--- src/rtl/rcc_vcore_scan_pkg.sv ---
// Shared definitions for the vcore scan-capture block: FSM encoding, command and
// status bit positions, and the status word packer.
package rcc_vcore_scan_pkg;

   typedef enum logic [1:0] {
      StIdle  = 2'd0,
      StSync  = 2'd1,
      StCount = 2'd2,
      StDone  = 2'd3
   } state_e;

   // Write word fields
   localparam int unsigned WdStart  = 31;
   localparam int unsigned WdAbort  = 30;
   localparam int unsigned WdClr    = 29;
   localparam int unsigned WdWinMsb = 15;

   // Status word fields
   localparam int unsigned RdDone    = 31;
   localparam int unsigned RdBusy    = 30;
   localparam int unsigned RdErr     = 29;
   localparam int unsigned RdNrst    = 28;
   localparam int unsigned RdMco1Lsb = 16;
   localparam int unsigned RdMco2Lsb = 8;
   localparam int unsigned RdPllLsb  = 0;

   function automatic logic [31:0] pack_status(input logic       done,
                                               input logic       busy,
                                               input logic       err,
                                               input logic       nrst,
                                               input logic [7:0] mco1,
                                               input logic [7:0] mco2,
                                               input logic [7:0] pll);
      logic [31:0] s;
      s                        = '0;
      s[RdDone]                = done;
      s[RdBusy]                = busy;
      s[RdErr]                 = err;
      s[RdNrst]                = nrst;
      s[RdMco1Lsb +: 8]        = mco1;
      s[RdMco2Lsb +: 8]        = mco2;
      s[RdPllLsb +: 8]         = pll;
      return s;
   endfunction

endpackage

--- src/rtl/rcc_vcore_edge_cnt.sv ---
// Probe path: multi-stage synchronizer, rising-edge detector and an 8-bit
// saturating edge counter.
module rcc_vcore_edge_cnt #(
   parameter int unsigned SYNC_STAGES = 2
) (
   input  logic       clk,
   input  logic       rst,
   input  logic       async_i,
   input  logic       clr_i,
   input  logic       cnt_en_i,
   output logic [7:0] cnt_o
);

   logic [SYNC_STAGES-1:0] sync_q;
   logic                   prev_q;
   logic [7:0]             cnt_q, cnt_d;
   logic                   rise;

   assign rise  = sync_q[SYNC_STAGES-1] & ~prev_q;
   assign cnt_o = cnt_q;

   always_comb begin
      cnt_d = cnt_q;
      if (clr_i) begin
         cnt_d = '0;
      end else if (cnt_en_i && rise && (cnt_q != 8'hFF)) begin
         cnt_d = cnt_q + 8'd1;
      end
   end

   always_ff @(posedge clk or posedge rst) begin
      if (rst) begin
         sync_q <= '0;
         prev_q <= 1'b0;
         cnt_q  <= '0;
      end else begin
         sync_q <= {sync_q[SYNC_STAGES-2:0], async_i};
         prev_q <= sync_q[SYNC_STAGES-1];
         cnt_q  <= cnt_d;
      end
   end

endmodule

--- src/rtl/rcc_vcore_scan_cap.sv ---
// Vcore scan capture: counts synchronized probe edges over a programmed window and
// aborts the window with an error if the nrst_out probe falls.
module rcc_vcore_scan_cap
   import rcc_vcore_scan_pkg::*;
#(
   parameter int unsigned DW          = 32,
   parameter int unsigned WW          = 4,
   parameter int unsigned SYNC_STAGES = 2
) (
   input  logic          clk,
   input  logic          rst,
   input  logic          wen,
   input  logic [DW-1:0] wdata,
   input  logic [WW-1:0] wstrb,
   input  logic          ren,
   input  logic          nrst_out_scan_inc,
   input  logic          mco1_scan_inc,
   input  logic          mco2_scan_inc,
   input  logic          pll_src_clk_scan_inc,
   output logic          wready,
   output logic [DW-1:0] rdata,
   output logic          rvalid
);

   state_e                 state_q, state_d;
   logic [15:0]            tmr_q, tmr_d;
   logic [15:0]            win_q, win_d;
   logic                   err_q, err_d;
   logic [SYNC_STAGES-1:0] nrst_sync_q;
   logic                   nrst_prev_q;
   logic                   rvalid_q;
   logic [DW-1:0]          rdata_q;

   logic       cmd_start, cmd_abort, cmd_clr;
   logic       start_ok, cnt_en;
   logic       nrst_lvl, nrst_fall;
   logic [7:0] mco1_cnt, mco2_cnt, pll_cnt;
   logic       unused_wbits;

   assign unused_wbits = ^{wdata[28:16], wstrb[2]};

   assign cmd_start = wen & wstrb[3] & wdata[WdStart];
   assign cmd_abort = wen & wstrb[3] & wdata[WdAbort];
   assign cmd_clr   = wen & wstrb[3] & wdata[WdClr];

   assign wready    = (state_q == StIdle) || (state_q == StDone);
   assign nrst_lvl  = nrst_sync_q[SYNC_STAGES-1];
   assign nrst_fall = nrst_prev_q & ~nrst_lvl;

   // Edges on the last COUNT cycle (timeout or nrst fall) are deliberately not counted.
   assign cnt_en    = (state_q == StCount) && (state_d == StCount);

   always_comb begin
      state_d  = state_q;
      tmr_d    = tmr_q;
      win_d    = win_q;
      err_d    = err_q;
      start_ok = 1'b0;

      case (state_q)
         StSync: begin
            if (tmr_q == 16'(SYNC_STAGES - 1)) begin
               tmr_d   = '0;
               state_d = (win_q == 16'd0) ? StDone : StCount;
            end else begin
               tmr_d = tmr_q + 16'd1;
            end
         end
         StCount: begin
            if (nrst_fall) begin
               err_d   = 1'b1;
               state_d = StDone;
            end else if (tmr_q == (win_q - 16'd1)) begin
               state_d = StDone;
            end else begin
               tmr_d = tmr_q + 16'd1;
            end
         end
         default: ;
      endcase

      // Bus commands override the sequencing above; abort always wins.
      if (cmd_abort) begin
         state_d = StIdle;
         tmr_d   = '0;
      end else if (wen && !wready) begin
         err_d = 1'b1;
      end else if (cmd_start) begin
         start_ok = 1'b1;
         err_d    = 1'b0;
         tmr_d    = '0;
         state_d  = StSync;
         if (wstrb[0]) win_d[7:0]  = wdata[7:0];
         if (wstrb[1]) win_d[15:8] = wdata[WdWinMsb:8];
      end else if (cmd_clr && (state_q == StDone)) begin
         err_d   = 1'b0;
         state_d = StIdle;
      end
   end

   rcc_vcore_edge_cnt #(.SYNC_STAGES(SYNC_STAGES)) u_mco1 (
      .clk      (clk),
      .rst      (rst),
      .async_i  (mco1_scan_inc),
      .clr_i    (start_ok),
      .cnt_en_i (cnt_en),
      .cnt_o    (mco1_cnt)
   );

   rcc_vcore_edge_cnt #(.SYNC_STAGES(SYNC_STAGES)) u_mco2 (
      .clk      (clk),
      .rst      (rst),
      .async_i  (mco2_scan_inc),
      .clr_i    (start_ok),
      .cnt_en_i (cnt_en),
      .cnt_o    (mco2_cnt)
   );

   rcc_vcore_edge_cnt #(.SYNC_STAGES(SYNC_STAGES)) u_pll (
      .clk      (clk),
      .rst      (rst),
      .async_i  (pll_src_clk_scan_inc),
      .clr_i    (start_ok),
      .cnt_en_i (cnt_en),
      .cnt_o    (pll_cnt)
   );

   always_ff @(posedge clk or posedge rst) begin
      if (rst) begin
         state_q     <= StIdle;
         tmr_q       <= '0;
         win_q       <= '0;
         err_q       <= 1'b0;
         nrst_sync_q <= '0;
         nrst_prev_q <= 1'b0;
         rvalid_q    <= 1'b0;
         rdata_q     <= '0;
      end else begin
         state_q     <= state_d;
         tmr_q       <= tmr_d;
         win_q       <= win_d;
         err_q       <= err_d;
         nrst_sync_q <= {nrst_sync_q[SYNC_STAGES-2:0], nrst_out_scan_inc};
         nrst_prev_q <= nrst_lvl;
         rvalid_q    <= ren;
         // Status is taken from current registers, so a same-cycle write is not visible.
         rdata_q     <= ren ? pack_status(state_q == StDone,
                                          (state_q == StSync) || (state_q == StCount),
                                          err_q, nrst_lvl, mco1_cnt, mco2_cnt, pll_cnt)
                            : '0;
      end
   end

   assign rvalid = rvalid_q;
   assign rdata  = rdata_q;

endmodule

--- config.mk ---
export PLATFORM = sky130hd
export DESIGN_NAME = rcc_vcore_scan_cap
export DESIGN_NICKNAME = d
export VERILOG_FILES = /design/src/rtl/rcc_vcore_scan_pkg.sv /design/src/rtl/rcc_vcore_edge_cnt.sv /design/src/rtl/rcc_vcore_scan_cap.sv
export SDC_FILE = /design/constraint.sdc
export NUM_CORES = 1
export LEC_CHECK = 0
export CAP_MARGIN = 20
export CORE_ASPECT_RATIO = 0.8
export CORE_MARGIN = 2
export CORE_UTILIZATION = 35
export DETAILED_ROUTE_END_ITERATION = 8
export SYNTH_ARGS = -nofsm -noshare
export SYNTH_HDL_FRONTEND = slang
export SYNTH_SLANG_ARGS = --single-unit
export TNS_END_PERCENT = 1
--- constraint.sdc ---
create_clock -name clk -period 3.9 [get_ports clk]
set_clock_uncertainty 0.15 [all_clocks]
set_input_delay 0.78 -clock clk [delete_from_list [all_inputs] [get_ports clk]]
set_output_delay 0.78 -clock clk [all_outputs]
set_load 0.005 [all_outputs]
* Word-level counts from Yosys, hierarchy flattened
Index checks and enable logic that the tools add are counted.
** Cells by class
- Bitwise gates (word level) :: 14
- Mux-type cells :: 32
- Add/subtract/negate cells :: 5
- Reductions and logical operators :: 19
- Eq/ne operators :: 9
** Operators with widths (number)
- 2-to-1 mux 16 bit :: 6
- 2-to-1 mux 8 bit :: 6
- 2-to-1 mux 32 bit :: 1
- one-hot mux 16 bit (2 select lines) :: 1
- adder 8 x 1 -> 8 bit, second input constant :: 3
- inequality test 8 bit, second input constant :: 3
- adder 16 x 1 -> 16 bit, second input constant :: 1
- == test 16 x 1 -> 1 bit, second input constant :: 1
- == test 16 bit :: 1
- zero test 16 bit :: 1
- subtractor 16 x 1 -> 16 bit, second input constant :: 1
- 2-to-1 mux 2 bit :: 7
- 2-to-1 mux 1 bit :: 10
- logical AND 1 bit :: 9
- AND 1 bit :: 8
- AND reduction 4 bit :: 2
- == test 2 bit, second input constant :: 3
- NOT 1 bit :: 6
- nonzero test 2 bit :: 3
- one-hot mux 2 bit (2 select lines) :: 1
- == test 2 x 1 -> 1 bit, second input constant :: 1
- zero test 2 bit :: 1
- logical OR 1 bit :: 2
- zero test 1 bit :: 1
** Word-level totals
- Output and inout bits :: 34
- Register bits :: 104
- Word-level logic and storage cells :: 97
- Input bits :: 44

* Longest topological paths before layout
- Depth in word-level cells :: 15
- Gate-level depth with buffers :: 12
- Depth with buffers taken out :: 11

* By module
From an unflattened synthesis, not the netlist that was laid out.
** Unflattened totals
- Cells, all modules :: 508
- Area total of the unflattened synthesis :: 5241.3 µm²
** Modules (own cells, without submodules)
- rcc_vcore_scan_cap :: times used 1, seq. area each 1676.6 µm², area an instance 3691.0 µm², cells an instance 370
- rcc_vcore_edge_cnt :: times used 3, seq. area each 275.3 µm², area an instance 516.7 µm², cells an instance 46

* Least setup slack after synthesis
OpenSTA, ideal clock, no wires.
- Path kind :: reg2reg
- From :: register win_q[2]
- To :: register u_pll.cnt_q[3] (netlist: u_pll.cnt_o[3])
- Setup slack :: 0.755 ns
- Stages on the path, launching flop included :: 13
- Data required time :: 3.672 ns
- Data arrival time :: 2.917 ns
- Library setup time :: 0.078 ns
- Clock period less this slack :: 3.145 ns
- Path buffers :: 3
- Cell sequence :: dfrtp_1 -> buf_6 -> or4_1 -> buf_2 -> or4_4 -> xnor2_1 -> o211ai_1 -> a21o_1 -> o2bb2ai_1 -> a21oi_2 -> buf_6 -> or3_1 -> a21oi_1
** Between the ends
- Cells in the longest elaborated chain, start to end :: 14
- Elaborated cells between the ends (all ways) :: 17
- Classes of those cells :: add/sub (1); eq/ne (2); mux (9); reduce/logical (5)
** RTL lines
- start: declaration :: line rcc_vcore_scan_cap.sv:27 : logic [15:0] win_q, win_d;
- start signal: assignment :: line rcc_vcore_scan_cap.sv:141 : win_q <= win_d;
- subtractor 16 x 1 -> 16 bit :: line rcc_vcore_scan_cap.sv:73 : end else if (tmr_q == (win_q - 16'd1)) begin
- == test 16 bit :: line rcc_vcore_scan_cap.sv:73
- 2-to-1 mux 2 bit :: line rcc_vcore_scan_cap.sv:73
- 2-to-1 mux 2 bit :: line rcc_vcore_scan_cap.sv:70 : if (nrst_fall) begin
- one-hot mux 2 bit (2 select lines) (*) :: line rcc_vcore_scan_cap.sv:60 : case (state_q)
- 2-to-1 mux 2 bit :: line rcc_vcore_scan_cap.sv:95 : end else if (cmd_clr && (state_q == StDone)) begin
- 2-to-1 mux 2 bit :: line rcc_vcore_scan_cap.sv:88 : end else if (cmd_start) begin
- 2-to-1 mux 2 bit (*) :: line rcc_vcore_scan_cap.sv:86 : end else if (wen && !wready) begin
- 2-to-1 mux 2 bit (*) :: line rcc_vcore_scan_cap.sv:83 : if (cmd_abort) begin
- == test 2 bit (*) :: line rcc_vcore_scan_cap.sv:51 : assign cnt_en = (state_q == StCount) && (state_d == StCount);
- logical AND 1 bit (*) :: line rcc_vcore_scan_cap.sv:51
- logical AND 1 bit (*) (2 in series) :: line rcc_vcore_edge_cnt.sv:26 : end else if (cnt_en_i && rise && (cnt_q != 8'hFF)) begin
- nonzero test 2 bit (no source line) (*)
- end signal: assignment :: line rcc_vcore_edge_cnt.sv:39 : cnt_q <= cnt_d;
- end: declaration :: line rcc_vcore_edge_cnt.sv:16 : logic [7:0] cnt_q, cnt_d;
Mark *: on every way between the ends. The rest lies on a longest branch, timed or not.
A chain may end at the register's enable or synchronous reset.

* Final worst setup path
- From :: register win_q[2]
- To :: register tmr_q[10]
** Between the ends
- Cells in the longest elaborated chain, start to end :: 8
** RTL lines
- subtractor 16 x 1 -> 16 bit (*) :: line rcc_vcore_scan_cap.sv:73
- == test 16 bit (*) :: line rcc_vcore_scan_cap.sv:73
- 2-to-1 mux 16 bit (*) :: line rcc_vcore_scan_cap.sv:73
- 2-to-1 mux 16 bit (*) :: line rcc_vcore_scan_cap.sv:70
- one-hot mux 16 bit (2 select lines) (*) :: line rcc_vcore_scan_cap.sv:60
- 2-to-1 mux 16 bit :: line rcc_vcore_scan_cap.sv:88
- 2-to-1 mux 16 bit (*) :: line rcc_vcore_scan_cap.sv:86
- 2-to-1 mux 16 bit (*) :: line rcc_vcore_scan_cap.sv:83
- named net tmr_d[10] :: line rcc_vcore_scan_cap.sv:26 : logic [15:0] tmr_q, tmr_d;
- end signal: assignment :: line rcc_vcore_scan_cap.sv:140 : tmr_q <= tmr_d;
- end: declaration :: line rcc_vcore_scan_cap.sv:26
Mark *: on every way through the listed nets, which the timed path passes. The rest lies on a longest branch.

==> flow_summary_export.csv <==
group,metric,value,unit
clock_network,cts_tree,"done",
grt,grt_pass1_wl,21000,µm
finish,multiInputGateArea,2460,µm²
finish,fin_nets,622,
yosys,ys_seq_area_share,48.5,%
timing,rsz0062_at_grt,"no",
floorplan,dieWidth,140,µm
timing,hold_viol_final,0,
clock_network,cts_made_buffers,9,
timing,fin_crit_sh,90.6,%
min_path,hp-class,"reg2reg",
yosys,yosysTopAreaCell,"dfrtp_1",
place,dp_hpwl,8600,µm
run_status,status,"finished, final reports clean",
timing,holdWs,0.206,ns
finish,mostFrequentLayoutCells,"dfrtp_1, clkdlybuf4s50_1, nand2_1, nor2_1, and2_1",
finish,nFillCells,1395,
yosys,synthSimpleGateAreaFrac,22.8,%
yosys,synth.top_cell.area_share,48.5,%
place,post-place-ws,0.274,ns
place,place_congestion,0.814,
clock_network,cts_hold_buf,0,
yosys,synth-edff-count,0,
timing,max-slew-margin-rel,50.8,%
floorplan,fp.coreArea,14300,µm²
finish,final_common_cell,"dfrtp_1",
yosys,synth.distinct_cells,63,
worst_setup_path,crit_top_cell,"or4_1",
drt,dr_total_vias,4095,
timing,setup_viol,0,
floorplan,fp.dieH,113,µm
worst_setup_path,end_kind,"register",
timing,fin_tns_setup,0,ns
yosys,synth_top_family_by_area,"simple AND/OR/NAND/NOR gates",
timing,worstMarginPinSlew,0.736,ns
grt,grt_max_degree,52,
timing,fmax,283,MHz
drt,wl_per_cell,15.7,µm
worst_setup_path,slowest_delay,0.69,ns
floorplan,die-area,15700,µm²
finish,drive_gt1_share,9.93,%
worst_setup_path,critPathArrivalTime,3.62,ns
pwr,peakVddDrop,0.312,mV
yosys,ys_warn_count,0,
grt,antenna_found_initial,0,
pwr,p_leak,2.63,nW
worst_setup_path,path_delay_family,"simple AND/OR/NAND/NOR gates",
pwr,powerDensity,584,nW/µm²
drt,via_per_inst,5.40,
place,port_buffers,59,
floorplan,rows,39,
drt,firstDrtPassIters,5,
grt,grt_pass1_vias,4125,
clock_network,clk_path_buf_depth,2,
finish,fin_util,43.5,%
drt,drtAntennaViolNets,0,
floorplan,start_util,36.0,%
yosys,synth_area_per_cell,10.0,µm²
worst_setup_path,slowest_stage,"or4_1",
grt,grt.total_usage,16.1,%
clock_network,cts_sinks,100,
floorplan,design.portCount,78,
yosys,syn_inst,515,
clock_network,clk_pin_slew,0.07,ns
finish,area.growth.synth_to_final,20.9,%
clock_network,cts_resized,0,
worst_setup_path,crit_type,"reg2reg",
worst_setup_path,required,3.99,ns
drt,drt_iter0_markers,209,
yosys,synth_compound_area_share,13.3,%
yosys,synth_xor_area_share,4.24,%
clock_network,ctsRootBufferMaster,"clkbuf_16",
worst_setup_path,crit_buf_inv,0,
yosys,muxShareOfSynthArea,4.85,%
clock_network,post_cts_buffers,0,
yosys,synthFlopType,"dfrtp_1",
timing,worst_slack,0.366,ns
worst_setup_path,critPathLaunchType,"register",
finish,antenna_cells,0,
yosys,syn_area,5160,µm²
yosys,synth_seq_cells,100,
drt,drc_errors,0,
worst_setup_path,crit_chain,"or4_1 > or4_4 > xnor2_1 > o211ai_1 > a21oi_2 > nand4_1 > nand2_1 > or4_1 > a21boi_0",
worst_setup_path,path_max_fanout,9,
yosys,synth_area_leaders,"dfrtp_1, and2_1, mux2_2, nand2_1, nor2_1",
yosys,synth-async-reset-ratio,100,%
grt,grt-ovfl-total,0,
job,drv_cap,0,
yosys,synthAdderAreaFrac,2.18,%
timing,drv_slew,0,
timing,layout_min_cycle_time,3.53,ns
finish,regArea,2500,µm²
clock_network,insertion_delay,0.35,ns
drt,drt-total-wl,11900,µm
clock_network,h-tree-depth,3,
-- area by class of cell --
class	count	area share [%]
well taps	184	3.69
flip-flops and latches	100	40.1
inverters	17	1.06
multi-input cells	376	39.4
clock inverters	4	1.24
clock buffers	12	4.11
repair buffers	65	10.4
-- report_power, final --
group	switching, W	internal, W	total, W
Combinational	0.000709	0.000546	0.00126
Sequential	0.000202	0.00119	0.00139
Clock	0.000394	0.000603	0.000997
-- kinds of logic (layout without fill, tap and decap cells) --
logic type                 count (synthesis)  after routing
and+or+nand+nor                          217            217
other                                      1              4
buffers and inverters                     42             98
AOI/OAI and AO/OA                         98             98
xor gates and xnor gates                  25             25
muxes                                     23             23
DFF                                      100            100
adders and majority gates                  9              9
-- sequential cells by signal, summed over array words and instances, names as in the netlist --
| name | flops |
|---|---|
| u_mco1.cnt_o | 8 |
| u_mco2.cnt_o | 8 |
| u_pll.sync_q | 2 |
| rvalid | 1 |
| state_q | 2 |
| u_mco2.prev_q | 1 |
| nrst_prev_q | 1 |
| u_pll.prev_q | 1 |
| win_q | 16 |
| err_q | 1 |
| rdata | 28 |
| u_pll.cnt_o | 8 |
| u_mco1.prev_q | 1 |
| nrst_sync_q | 2 |
| u_mco2.sync_q | 2 |
| tmr_q | 16 |
| u_mco1.sync_q | 2 |
-- per-layer routing --
layer | vias up | GRT usage, % | routed length, µm
met5 | - | 0 | 0
met4 | 0 | 4.07 | 126
met3 | 11 | 2.69 | 510
met2 | 106 | 25.5 | 5450
met1 | 2039 | 23.1 | 5840
li1 | 1939 | - | -
-- worst register-to-register path, delay by kind of cell, from the launching register on --
family	cells	cell delay, ns
compound gates	3	0.69
xor+xnor	1	0.16
simple gates	5	1.98
flops	1	0.46
-- synthesized netlist by cell type (all sizes together), types with 10 or more instances --
cell and instances:
dfrtp 100, a21oi 27, mux2 16, o31ai 10, and3 12, xnor2 14, nor3 13, buf 11
clkbuf 14, o21ai 22, nand3 24, xor2 11, inv 17, nand2 40, nor2 38, or3 12
and2 30
-- through the flow --
| stage | cells | power, W | area, µm² |
|---|---|---|---|
| detailed placement | 742 | 0.00265 | 5910 |
| finish | 758 | 0.00365 | 6240 |
| CTS | 758 | 0.00367 | 6240 |
| floorplan | 518 | 0.00231 | 5170 |
| global route | 758 | 0.00389 | 6240 |
| global placement | 742 | 0.00260 | 5910 |
-- worst paths after layout --
path	start	to	slack, ns	cells after the start
max	win_q[2]	tmr_q[10]	0.37	9
min	u_mco2.sync_q[0]	u_mco2.sync_q[1]	0.21	0
max in group asynchronous	rst	rdata[6]	2.16	3
max reg2reg	win_q[2]	tmr_q[10]	0.37	9
min reg2reg	u_mco2.sync_q[0]	u_mco2.sync_q[1]	0.21	0
min in group asynchronous	rst	win_q[0]	0.74	2
Note: power is estimated with default switching activity, not from simulation.
